--- config.mk ---
export PLATFORM = sky130hd
export DESIGN_NAME = dmem_access_ctrl_flat
export DESIGN_NICKNAME = d
export VERILOG_FILES = /design/src/rtl/dmem_pkg.sv /design/src/rtl/dmem_access_ctrl_if.sv /design/src/rtl/dmem_lane_align.sv /design/src/rtl/dmem_access_ctrl.sv /design/src/flat_wrapper.sv
export SDC_FILE = /design/constraint.sdc
export NUM_CORES = 1
export LEC_CHECK = 0
export CAP_MARGIN = 20
export CORE_MARGIN = 2
export CORE_UTILIZATION = 30
export DETAILED_ROUTE_END_ITERATION = 16
export GPL_ROUTABILITY_DRIVEN = 0
export PLACE_DENSITY = 0.68
export RECOVER_POWER = 100
export SLEW_MARGIN = 30
export SYNTH_ARGS = -nofsm -noshare
export SYNTH_HDL_FRONTEND = slang
export SYNTH_HIERARCHICAL = 1
export SYNTH_SLANG_ARGS = --single-unit
--- constraint.sdc ---
create_clock -name clk -period 1.83 [get_ports clk]
set_input_delay 0.366 -clock clk [delete_from_list [all_inputs] [get_ports clk]]
set_output_delay 0.366 -clock clk [all_outputs]
set_load 0.02 [all_outputs]
--- src/rtl/dmem_pkg.sv ---
// Shared types and helpers for the data-memory access controller.
package dmem_pkg;

    typedef enum logic [1:0] {
        IDLE,
        REQ,
        RESP,
        DONE
    } dmem_state_e;

    typedef enum logic [1:0] {
        SZ_BYTE,
        SZ_HALF,
        SZ_WORD
    } dmem_size_e;

    localparam logic [3:0] WSTRB_BYTE = 4'b0001;
    localparam logic [3:0] WSTRB_HALF = 4'b0011;
    localparam logic [3:0] WSTRB_WORD = 4'hF;

    // Byte wins over half when both decoder flags are set.
    function automatic dmem_size_e decode_size(input logic low_byte, input logic half_word);
        if (low_byte) begin
            return SZ_BYTE;
        end else if (half_word) begin
            return SZ_HALF;
        end
        return SZ_WORD;
    endfunction

    function automatic logic is_misaligned(input dmem_size_e size, input logic [1:0] addr_lo);
        return ((size == SZ_HALF) && addr_lo[0]) || ((size == SZ_WORD) && (addr_lo != 2'b00));
    endfunction

endpackage

--- src/rtl/dmem_access_ctrl_if.sv ---
// Request/response bus between the access controller and the data-memory wrapper.
interface dmem_access_ctrl_if;

    logic        dm_req_valid;
    logic        dm_req_ready;
    logic        dm_req_write;
    logic [31:0] dm_req_addr;
    logic [3:0]  dm_req_wstrb;
    logic [31:0] dm_req_wdata;
    logic        dm_resp_valid;
    logic [31:0] dm_resp_rdata;

    modport master (
        output dm_req_valid,
        output dm_req_write,
        output dm_req_addr,
        output dm_req_wstrb,
        output dm_req_wdata,
        input  dm_req_ready,
        input  dm_resp_valid,
        input  dm_resp_rdata
    );

    modport slave (
        input  dm_req_valid,
        input  dm_req_write,
        input  dm_req_addr,
        input  dm_req_wstrb,
        input  dm_req_wdata,
        output dm_req_ready,
        output dm_resp_valid,
        output dm_resp_rdata
    );

endinterface

--- src/rtl/dmem_lane_align.sv ---
// Combinational lane logic: store strobes/replication and load extraction/extension.
module dmem_lane_align
    import dmem_pkg::*;
(
    input  dmem_size_e  size,
    input  logic [1:0]  addr_lo,
    input  logic        padding_zero,
    input  logic [31:0] store_data,
    input  logic [31:0] rdata,
    output logic [3:0]  wstrb,
    output logic [31:0] wdata,
    output logic [31:0] load_ext
);

    logic [7:0]  byte_sel;
    logic [15:0] half_sel;

    always_comb begin
        wstrb = WSTRB_WORD;
        wdata = store_data;
        case (size)
            SZ_BYTE: begin
                wstrb = WSTRB_BYTE << addr_lo;
                wdata = {4{store_data[7:0]}};
            end
            SZ_HALF: begin
                wstrb = WSTRB_HALF << {addr_lo[1], 1'b0};
                wdata = {2{store_data[15:0]}};
            end
            default: begin
                wstrb = WSTRB_WORD;
                wdata = store_data;
            end
        endcase
    end

    always_comb begin
        byte_sel = rdata[7:0];
        case (addr_lo)
            2'd0:    byte_sel = rdata[7:0];
            2'd1:    byte_sel = rdata[15:8];
            2'd2:    byte_sel = rdata[23:16];
            default: byte_sel = rdata[31:24];
        endcase
        half_sel = addr_lo[1] ? rdata[31:16] : rdata[15:0];
    end

    always_comb begin
        load_ext = rdata;
        case (size)
            SZ_BYTE: load_ext = {{24{~padding_zero & byte_sel[7]}}, byte_sel};
            SZ_HALF: load_ext = {{16{~padding_zero & half_sel[15]}}, half_sel};
            default: load_ext = rdata;
        endcase
    end

endmodule

--- src/rtl/dmem_access_ctrl.sv ---
// Sequences MEM-stage loads/stores onto the data-memory bus and stalls the pipeline meanwhile.
// Optional DMEM_MISALIGN_TRAP_EN: misaligned accesses skip the bus and pulse misalign_err.
module dmem_access_ctrl
    import dmem_pkg::*;
#(
    parameter int unsigned RESP_TIMEOUT = 255
) (
    input  logic        clk,
    input  logic        rst_n,
    input  logic        read_mem,
    input  logic        write_mem,
    input  logic        memin_low_byte,
    input  logic        memin_half_word,
    input  logic        memout_low_byte,
    input  logic        memout_half_word,
    input  logic        padding_zero,
    input  logic [31:0] addr,
    input  logic [31:0] store_data,
    output logic        stall,
    output logic [31:0] load_data,
    output logic        load_valid,
    output logic        bus_err,
`ifdef DMEM_MISALIGN_TRAP_EN
    output logic        misalign_err,
`endif
    dmem_access_ctrl_if.master dm
);

    dmem_state_e state_q, state_d;
    logic [31:0] cnt_q, cnt_d;
    logic [31:0] load_data_q, load_data_d;
    logic        load_valid_q, load_valid_d;
    logic        bus_err_q, bus_err_d;

    logic [31:0] addr_q;
    dmem_size_e  size_q;
    logic        zext_q;
    logic [31:0] sdata_q;
    logic        write_q;

    logic        req_in;
    dmem_size_e  size_in;
    logic        capture;
    logic        timeout_hit;

    logic [3:0]  lane_wstrb;
    logic [31:0] lane_wdata;
    logic [31:0] lane_load;

`ifdef DMEM_MISALIGN_TRAP_EN
    logic        mis_err_q, mis_err_d;
`endif

    assign req_in  = read_mem | write_mem;
    // Read wins when both requests are raised, so size comes from the load flags then.
    assign size_in = read_mem ? decode_size(memout_low_byte, memout_half_word)
                              : decode_size(memin_low_byte, memin_half_word);

    assign timeout_hit = (RESP_TIMEOUT != 0) && (cnt_q == RESP_TIMEOUT - 32'd1);

    dmem_lane_align u_lane_align (
        .size         (size_q),
        .addr_lo      (addr_q[1:0]),
        .padding_zero (zext_q),
        .store_data   (sdata_q),
        .rdata        (dm.dm_resp_rdata),
        .wstrb        (lane_wstrb),
        .wdata        (lane_wdata),
        .load_ext     (lane_load)
    );

    always_comb begin
        state_d      = state_q;
        cnt_d        = cnt_q;
        load_data_d  = load_data_q;
        load_valid_d = 1'b0;
        bus_err_d    = 1'b0;
        capture      = 1'b0;
        stall        = 1'b0;
`ifdef DMEM_MISALIGN_TRAP_EN
        mis_err_d    = 1'b0;
`endif
        case (state_q)
            IDLE: begin
                if (req_in) begin
                    stall   = 1'b1;
                    capture = 1'b1;
`ifdef DMEM_MISALIGN_TRAP_EN
                    if (is_misaligned(size_in, addr[1:0])) begin
                        state_d     = DONE;
                        load_data_d = '0;
                        mis_err_d   = 1'b1;
                    end else begin
                        state_d = REQ;
                    end
`else
                    state_d = REQ;
`endif
                end
            end
            REQ: begin
                stall = 1'b1;
                if (dm.dm_req_ready) begin
                    state_d = RESP;
                end
            end
            RESP: begin
                stall = 1'b1;
                cnt_d = cnt_q + 32'd1;
                if (dm.dm_resp_valid) begin
                    state_d = DONE;
                    cnt_d   = '0;
                    if (!write_q) begin
                        load_data_d  = lane_load;
                        load_valid_d = 1'b1;
                    end
                end else if (timeout_hit) begin
                    // Aborted reads report through bus_err only; load_valid stays low.
                    state_d     = DONE;
                    cnt_d       = '0;
                    load_data_d = '0;
                    bus_err_d   = 1'b1;
                end
            end
            DONE: begin
                state_d = IDLE;
            end
            default: begin
                state_d = IDLE;
                cnt_d   = '0;
            end
        endcase
    end

    always_ff @(posedge clk or negedge rst_n) begin
        if (!rst_n) begin
            state_q      <= IDLE;
            cnt_q        <= '0;
            load_data_q  <= '0;
            load_valid_q <= 1'b0;
            bus_err_q    <= 1'b0;
            addr_q       <= '0;
            size_q       <= SZ_BYTE;
            zext_q       <= 1'b0;
            sdata_q      <= '0;
            write_q      <= 1'b0;
        end else begin
            state_q      <= state_d;
            cnt_q        <= cnt_d;
            load_data_q  <= load_data_d;
            load_valid_q <= load_valid_d;
            bus_err_q    <= bus_err_d;
            if (capture) begin
                addr_q  <= addr;
                size_q  <= size_in;
                zext_q  <= padding_zero;
                sdata_q <= store_data;
                write_q <= write_mem & ~read_mem;
            end
        end
    end

`ifdef DMEM_MISALIGN_TRAP_EN
    always_ff @(posedge clk or negedge rst_n) begin
        if (!rst_n) begin
            mis_err_q <= 1'b0;
        end else begin
            mis_err_q <= mis_err_d;
        end
    end

    assign misalign_err = mis_err_q;
`endif

    assign load_data       = load_data_q;
    assign load_valid      = load_valid_q;
    assign bus_err         = bus_err_q;

    assign dm.dm_req_valid = (state_q == REQ);
    assign dm.dm_req_write = write_q;
    assign dm.dm_req_addr  = {addr_q[31:2], 2'b00};
    assign dm.dm_req_wstrb = write_q ? lane_wstrb : 4'h0;
    assign dm.dm_req_wdata = lane_wdata;

endmodule

--- src/flat_wrapper.sv ---
// flat-port wrapper written by rule: the top's interface ports become plain ports
module dmem_access_ctrl_flat import dmem_pkg::*;
#(
    parameter int unsigned RESP_TIMEOUT = 255
)
  (clk, rst_n, read_mem, write_mem, memin_low_byte, memin_half_word, memout_low_byte, memout_half_word, padding_zero, addr, store_data, stall, load_data, load_valid, bus_err, dm_dm_req_valid, dm_dm_req_write, dm_dm_req_addr, dm_dm_req_wstrb, dm_dm_req_wdata, dm_dm_req_ready, dm_dm_resp_valid, dm_dm_resp_rdata);
  dmem_access_ctrl_if dm_i ();
  input  logic clk;
  input  logic rst_n;
  input  logic read_mem;
  input  logic write_mem;
  input  logic memin_low_byte;
  input  logic memin_half_word;
  input  logic memout_low_byte;
  input  logic memout_half_word;
  input  logic padding_zero;
  input  logic [31:0] addr;
  input  logic [31:0] store_data;
  output logic stall;
  output logic [31:0] load_data;
  output logic load_valid;
  output logic bus_err;
  output wire logic [$bits(dm_i.dm_req_valid)-1:0] dm_dm_req_valid;
  output wire logic [$bits(dm_i.dm_req_write)-1:0] dm_dm_req_write;
  output wire logic [$bits(dm_i.dm_req_addr)-1:0] dm_dm_req_addr;
  output wire logic [$bits(dm_i.dm_req_wstrb)-1:0] dm_dm_req_wstrb;
  output wire logic [$bits(dm_i.dm_req_wdata)-1:0] dm_dm_req_wdata;
  input wire logic [$bits(dm_i.dm_req_ready)-1:0] dm_dm_req_ready;
  input wire logic [$bits(dm_i.dm_resp_valid)-1:0] dm_dm_resp_valid;
  input wire logic [$bits(dm_i.dm_resp_rdata)-1:0] dm_dm_resp_rdata;
  assign dm_dm_req_valid = dm_i.dm_req_valid;
  assign dm_dm_req_write = dm_i.dm_req_write;
  assign dm_dm_req_addr = dm_i.dm_req_addr;
  assign dm_dm_req_wstrb = dm_i.dm_req_wstrb;
  assign dm_dm_req_wdata = dm_i.dm_req_wdata;
  assign dm_i.dm_req_ready = dm_dm_req_ready;
  assign dm_i.dm_resp_valid = dm_dm_resp_valid;
  assign dm_i.dm_resp_rdata = dm_dm_resp_rdata;
  dmem_access_ctrl #(.RESP_TIMEOUT(RESP_TIMEOUT)) u_core (.clk(clk), .rst_n(rst_n), .read_mem(read_mem), .write_mem(write_mem), .memin_low_byte(memin_low_byte), .memin_half_word(memin_half_word), .memout_low_byte(memout_low_byte), .memout_half_word(memout_half_word), .padding_zero(padding_zero), .addr(addr), .store_data(store_data), .stall(stall), .load_data(load_data), .load_valid(load_valid), .bus_err(bus_err), .dm(dm_i));
endmodule
==> results of run 1 <==
-- cells in the final DEF, fill, tap and decap left out, types with 12 or more instances in the layout --
cell,synthesis,final
a21oi_1,51,34
a21oi_2,1,15
a31oi_1,25,24
buf_4,43,96
buf_6,2,49
clkbuf_16,0,18
clkdlybuf4s50_1,0,163
dfrtp_1,136,130
inv_1,50,46
mux2_2,82,66
mux2_4,0,16
mux2i_1,18,15
nand2_1,41,39
nand3_1,47,45
nor2_1,21,17
o21ai_1,2,12
o21ai_2,0,38
-- flip-flops by register name, indices dropped and copies added, names as in the netlist --
| name | count |
|---|---|
| u_core/addr_q | 32 |
| u_core/cnt_q | 32 |
| u_core/load_valid | 1 |
| u_core/bus_err | 1 |
| u_core/dm.dm_req_write | 1 |
| u_core/size_q | 2 |
| u_core/sdata_q | 32 |
| u_core/load_data | 32 |
| u_core/zext_q | 1 |
| u_core/state_q | 2 |
-- per-stage QoR --
step	power [mW]	setup WS (ns)	TNS, ns	hold WS [ns]	area (um^2)
2_1_floorplan	11.0	-0.0724	-0.473	0.0704	7400
3_3_place_gp	14.8	-0.262	-20.54	0.362	10300
3_5_place_dp	15.0	-0.317	-23.40	0.377	10300
4_1_cts	19.7	-0.208	-5.90	0.491	11700
5_1_grt	21.0	-0.307	-24.98	0.516	11900
6_report	19.9	-0.258	-15.42	0.502	11900
-- timing repair --
action                     4_1_cts  5_1_grt
gates cloned                     6        1
buffers inserted                26       11
setup endpoints to repair       94      101
resized for setup              349       86
hold endpoints to repair        47        0
pin swaps                       30       26
hold buffers                     1        0
-- power breakdown --
part	total, mW	leakage, nW	switching [mW]	internal [mW]
sequential	5.02	1.71	0.834	4.19
clock	3.43	0.284	1.47	1.95
combinational	11.5	3.08	5.60	5.85
-- synth_stat cells (2+ instances only) --
library cell	n
clkinv_1	2
nor4_1	5
nor2_1	21
o21ai_0	58
a41oi_1	8
inv_1	50
and2_1	4
nand2_1	41
clkbuf_1	27
or4_1	2
a2bb2oi_1	9
buf_4	43
a21oi_1	51
mux2_2	82
mux2i_1	18
buf_6	2
and3_1	5
ha_1	7
a221o_1	7
a31oi_1	25
or3_4	2
o211ai_1	9
nand3_1	47
buf_2	11
nand2b_1	9
nor3_1	10
and4_1	4
dfrtp_1	136
a21o_1	4
o21ai_1	2
nand4_1	7
-- layer usage --
layer | vias up | GRT usage, % | routed length, um
met5 | - | 0 | 0
li1 | 3180 | - | -
met1 | 3422 | 23.1 | 10200
met3 | 47 | 4.29 | 1560
met2 | 273 | 30.3 | 11900
met4 | 0 | 6.09 | 562
-- layout make-up --
class / instances / area share [%]
clock buffer: 19 / 3.73
multi-input combinational: 465 / 32.8
clock inverter: 13 / 1.14
inverter: 52 / 1.66
tap: 324 / 3.41
timing repair buffer: 349 / 28.5
sequential: 136 / 28.7
-- cell families (layout without fill, tap and decap cells) --
kind of cell | after synthesis | count (layout) | synth area share [%]
flops | 136 | 136 | 46.1
other cells | 1 | 2 | 0.0508
simple gates | 169 | 169 | 12.1
mux | 102 | 102 | 15.6
buf+inv | 136 | 433 | 9.49
compound gates | 185 | 185 | 15.5
fa+ha+maj | 7 | 7 | 1.19
-- final timing paths --
check / end
max in group asynchronous: u_core/addr_q[14]$_DFFE_PN0P_
worst max register to register: u_core/state_q[1]$_DFFE_PN0P_
worst min register to register: u_core/addr_q[11]$_DFFE_PN0P_
min in group asynchronous: u_core/load_data[22]$_DFFE_PN0P_
worst max-delay path: u_core/state_q[1]$_DFFE_PN0P_
worst min-delay path: u_core/addr_q[11]$_DFFE_PN0P_
-- worst max-delay path, stage by stage (launching register included) --
cell and delay [ns]:
dfrtp_1 0.39, nor4_1 0.46, and4_2 0.41, a21oi_4 0.11, buf_12 0.17, a221o_1 0.30
mux2i_1 0.13
==> results_dict.tcl, run 1 <==
set metrics [dict create \
    status "finished, violations left" \
    failed_checks "setup timing" \
    wl_per_cell_um 17.8 \
    drt_pass1_iterations 5 \
    drt_wl_total_mm 24.2 \
    ys_types 59 \
    dp_hpwl_mm 15.6 \
    grt_pass1_wl_mm 37.7 \
    timing.final.crit_share_pct 114 \
    relSlewSlack_pct 49.3 \
    setup_ws_ns -0.258 \
    ff_latch_area_um2 3410 \
    areaGrowthSynthToFinish_pct 60.8 \
    setup_violations 138 \
    powerDensity_nw_per_um2 1680 \
    slew_viol_final 0 \
    worst_setup_path_end_kind "flop" \
    rsz0062_at_grt "yes" \
    die_height_um 161 \
    cts_buffers 17 \
    fp.dieArea_um2 25900 \
    port_buffers 209 \
    grt.total_usage_pct 18.1 \
    dp_cells 1290 \
    crit_type "flop to flop" \
    fin_skew_ns 0.00534 \
    clk_pin_slew_ns 0.06 \
    reg2regPathDepth 6 \
    clk_latency_ns 0.42 \
    drive_gt1_share_pct 39.1 \
    cts_root_buf "clkbuf_16" \
    postLayoutCoreUtil_pct 49.0 \
    drc 0 \
    ys.flop_type "dfrtp_1" \
    tightest_slew_ns 0.761 \
    nNetsFinal 1135 \
    synth_seq_cells 136 \
    h-tree-depth 4 \
    hold_path_depth 1 \
    io-pin-count 212 \
    ant_nets 0 \
    grt-ovfl-total 0 \
    syn_area_um2 7380 \
    crit_start "u_core/cnt_q[26]$_DFFE_PN0P_" \
    cp_max_fo 6 \
    vias_per_cell 5.10 \
    crit_arrival_ns 2.39 \
    hold_violations 0 \
    worstPathRequired_ns 2.14 \
    antenna_cells 0 \
    core_um2 24200 \
    min_period_ns 2.09 \
    r2r-start "u_core/cnt_q[26]$_DFFE_PN0P_" \
    instances_no_fill 1358 \
    multi_input_area_um2 3890 \
    async_reset_ff_share_pct 100 \
    synth_area_per_cell_um2 10.0 \
    first_global_vias 7116 \
    vias 6922 \
    p_leak_nw 5.08 \
    start_util_pct 30.4 \
    yosys_warnings 6 \
    cts_tree "built" \
    reg2reg_slack_ns -0.26 \
    clockBufferDepth 2 \
    yosysTopAreaCell "dfrtp_1" \
    drt-initial-drc-count 386 \
    yosysSeqAreaShare_pct 46.1 \
    hp-start "u_core/addr_q[11]$_DFFE_PN0P_" \
    synth_top_area_share_pct 46.1 \
    nFillCells 2207 \
    max_freq_mhz 479 \
    numClockSinks 136 \
    synth.area.top_cells "dfrtp_1 (46%), mux2_2 (13%), buf_4 (4.4%)" \
    dieWidth_um 161 \
    peakVddDrop_v 0.00121 \
    synth_edf_count 0 \
    hold_class "flop to flop" \
    syn_inst 736 \
    antenna_found_initial 0 \
    cp-start-kind "flop" \
    num_rows 57 \
    maxCapViolCount 0 \
    grt_max_degree 53 \
]
No activity file was read; power rests on OpenSTA's default activity.
==> run 2: changes to the inputs <==
--- a/config.mk
+++ b/config.mk
@@ -12,7 +12,6 @@
 export GPL_ROUTABILITY_DRIVEN = 0
 export PLACE_DENSITY = 0.68
 export RECOVER_POWER = 100
-export SLEW_MARGIN = 30
 export SYNTH_ARGS = -nofsm -noshare
 export SYNTH_HDL_FRONTEND = slang
 export SYNTH_HIERARCHICAL = 1
==> results of run 2 <==
The final DEF is identical to that of run 1; final timing and power are the same.
==> run 3: changes to the inputs <==
--- a/config.mk
+++ b/config.mk
@@ -7,12 +7,11 @@
 export LEC_CHECK = 0
 export CAP_MARGIN = 20
 export CORE_MARGIN = 2
-export CORE_UTILIZATION = 30
+export CORE_UTILIZATION = 40
 export DETAILED_ROUTE_END_ITERATION = 16
 export GPL_ROUTABILITY_DRIVEN = 0
-export PLACE_DENSITY = 0.68
+export PLACE_DENSITY = 0.83
 export RECOVER_POWER = 100
 export SYNTH_ARGS = -nofsm -noshare
 export SYNTH_HDL_FRONTEND = slang
-export SYNTH_HIERARCHICAL = 1
 export SYNTH_SLANG_ARGS = --single-unit
==> results_dict.tcl, run 3 <==
set metrics [dict create \
    ant_nets 0 \
    synth_edf_count 0 \
    placed_area_um2 9890 \
    timing.final.crit_share_pct 114 \
    start_util_pct 41.2 \
    first_global_vias 6520 \
    min_to "u_core.load_data[10]$_DFFE_PN0P_" \
    syn_area_um2 7170 \
    instances_no_fill 1174 \
    yosysSeqAreaShare_pct 47.5 \
    fp.dieArea_um2 19000 \
    areaGrowthSynthToFinish_pct 58.8 \
    dp_cells 1116 \
    cp-start-kind "flop" \
    drc 0 \
    num_rows 48 \
    synth_top_family_by_area "multiplexers" \
    vias_per_cell 5.56 \
    yosysMostFrequentCell "dfrtp_1" \
    grt-ovfl-total 0 \
    numClockSinks 136 \
    hold_violations 0 \
    syn_inst 660 \
    antenna_found_initial 0 \
    post_synth_and_or_nand_nor_area_fraction_pct 14.3 \
    drive_gt1_share_pct 36.8 \
    clk_latency_ns 0.42 \
    async_reset_ff_share_pct 100 \
    drt-initial-drc-count 475 \
    worstPathRequired_ns 2.13 \
    powerDensity_nw_per_um2 1780 \
    synth_fa_ha_area_share_pct 1.22 \
    netlist_top_cells_count "dfrtp_1 (136), mux2_2 (83), buf_4 (41)" \
    synthMuxAreaShare_pct 14.7 \
    wl_per_cell_um 19.6 \
    setup_violations 130 \
    rsz0062_at_grt "yes" \
    reg2reg_slack_ns -0.25 \
    failed_checks "setup timing" \
    stdcell_area_um2 11400 \
    status "finished, violations left" \
    crit_type "flop to flop" \
    dp_hpwl_mm 14.9 \
    ys_types 56 \
    setup_ws_ns -0.250 \
    yosysTopAreaCell "dfrtp_1" \
    worstReg2RegEnd "u_core.cnt_q[5]$_DFFE_PN0P_" \
    synth_area_per_cell_um2 10.9 \
    final_cell_mix "clkdlybuf4s50_1 (159), dfrtp_1 (133), buf_4 (92)" \
    core_um2 17400 \
    h-tree-depth 4 \
    grt_pass1_wl_mm 33.7 \
    cts_buffers 17 \
    die_height_um 138 \
    hp-start "u_core.load_data[10]$_DFFE_PN0P_" \
    synth_seq_cells 136 \
    yosys_warnings 0 \
    cp_max_fo 12 \
    io-pin-count 212 \
    fin_tns_setup_ns -23.09 \
    synth.area.top_cells "dfrtp_1 (47%), mux2_2 (13%), buf_4 (4.3%)" \
    grt.total_usage_pct 23.1 \
    drt_wl_total_mm 23.0 \
    r2r-start "u_core.cnt_q[0]$_DFFE_PN0P_" \
    grt_max_degree 55 \
    hold_class "flop to flop" \
    fin_skew_ns 0.00960 \
    antenna_cells 0 \
    cts_root_buf "clkbuf_16" \
    peakVddDrop_v 0.00107 \
    reg2regPathDepth 10 \
    synth_xor_area_share_pct 0 \
    synth-compound-area-share_pct 14.4 \
    min_period_ns 2.08 \
    clk_pin_slew_ns 0.05 \
    p_leak_nw 4.95 \
    crit_arrival_ns 2.38 \
    tightest_slew_ns 1.18 \
    hold_path_depth 1 \
    slew_viol_final 0 \
    dieWidth_um 138 \
    drt_pass1_iterations 5 \
    synth_top_area_share_pct 47.5 \
    relSlewSlack_pct 21.4 \
    totalPowerFinal_mw 20.3 \
    cts_tree "built" \
    nNetsFinal 1050 \
    vias 6532 \
    clockBufferDepth 2 \
    final_common_cell "clkdlybuf4s50_1" \
    ys.flop_type "dfrtp_1" \
    max_freq_mhz 481 \
    postLayoutCoreUtil_pct 65.4 \
    port_buffers 209 \
    worst_setup_path_end_kind "flop" \
    maxCapViolCount 0 \
]
run 3: changes by cell type after synthesis, sizes merged, moves of 9 or more:
cell     change
a21oi       -43
a22o        +17
a2bb2oi      -9
a31oi       -10
inv         -25
nand2b      +18
nand3       -23
o21ai       -17
o2bb2ai     +15
run 3: worst max-delay path by stage:
stage                                            start                           to  slack (ns)  cells after the start
final                      u_core.cnt_q[0]$_DFFE_PN0P_  u_core.cnt_q[5]$_DFFE_PN0P_       -0.25                     10
after global routing       u_core.cnt_q[0]$_DFFE_PN0P_  u_core.cnt_q[5]$_DFFE_PN0P_       -0.36                     10
after CTS                 u_core.size_q[1]$_DFFE_PN0P_          dm_dm_req_wdata[12]       -0.21                      4
after detailed placement                      read_mem                        stall       -0.49                      4
after global placement                        read_mem                        stall       -0.51                      4
after floorplan           u_core.cnt_q[18]$_DFFE_PN0P_  u_core.cnt_q[5]$_DFFE_PN0P_       -0.04                      6
run 3: layout make-up:
class | instances | area (um^2)
Clock buffer | 21 | 460
Clock inverter | 11 | 123
Fill cell | 1255 | 6030
Inverter | 25 | 93.8
Multi-Input combinational cell | 424 | 3730
Sequential cell | 136 | 3410
Tap cell | 225 | 282
Timing Repair Buffer | 332 | 3290
run 3: cells by family (layout without fill, tap and decap cells):
logic type	count (synthesis)	count (layout)
other	1	2
buffers and inverters	101	389
muxes	94	94
and+or+nand+nor	175	175
adders and majority gates	7	7
AOI/OAI and AO/OA	146	146
DFF	136	136
run 3: worst max-delay path, stage by stage (launching register included):
cell and delay, ns:
dfrtp_1 0.39, inv_2 0.09, ha_4 0.13, nor4b_4 0.24, nand4_2 0.20, buf_6 0.17
o31ai_4 0.22, buf_6 0.15, buf_12 0.12, o21ai_1 0.07, a22o_1 0.18
run 3: per-stage QoR:
step	hold WS [ns]	setup slack, ns
after floorplan	0.0704	-0.0361
after CTS	0.452	-0.212
after global routing	0.502	-0.361
after global placement	0.318	-0.511
after detailed placement	0.320	-0.491
final	0.488	-0.250
run 3: timing repair:
action	4_1_cts	5_1_grt
hold buffers	1	0
buffers inserted	8	9
hold endpoints to repair	41	0
pin swaps	28	32
resized for setup	243	92
cloned	5	3
endpoints found under the setup margin	143	148
run 3: where the power goes:
part | internal, mW | switching (mW) | leakage, nW | total (mW)
clock network | 2.08 | 1.33 | 0.287 | 3.41
logic | 6.10 | 5.60 | 2.97 | 11.7
registers | 4.25 | 0.914 | 1.69 | 5.16
run 3: per-layer routing:
metal | vias to the layer above | global-route usage (%) | wire length (um)
met3 | 80 | 5.04 | 1580
li1 | 2941 | - | -
met5 | - | 0 | 0
met4 | 0 | 11.5 | 1140
met2 | 307 | 38.9 | 11500
met1 | 3204 | 27.9 | 8830
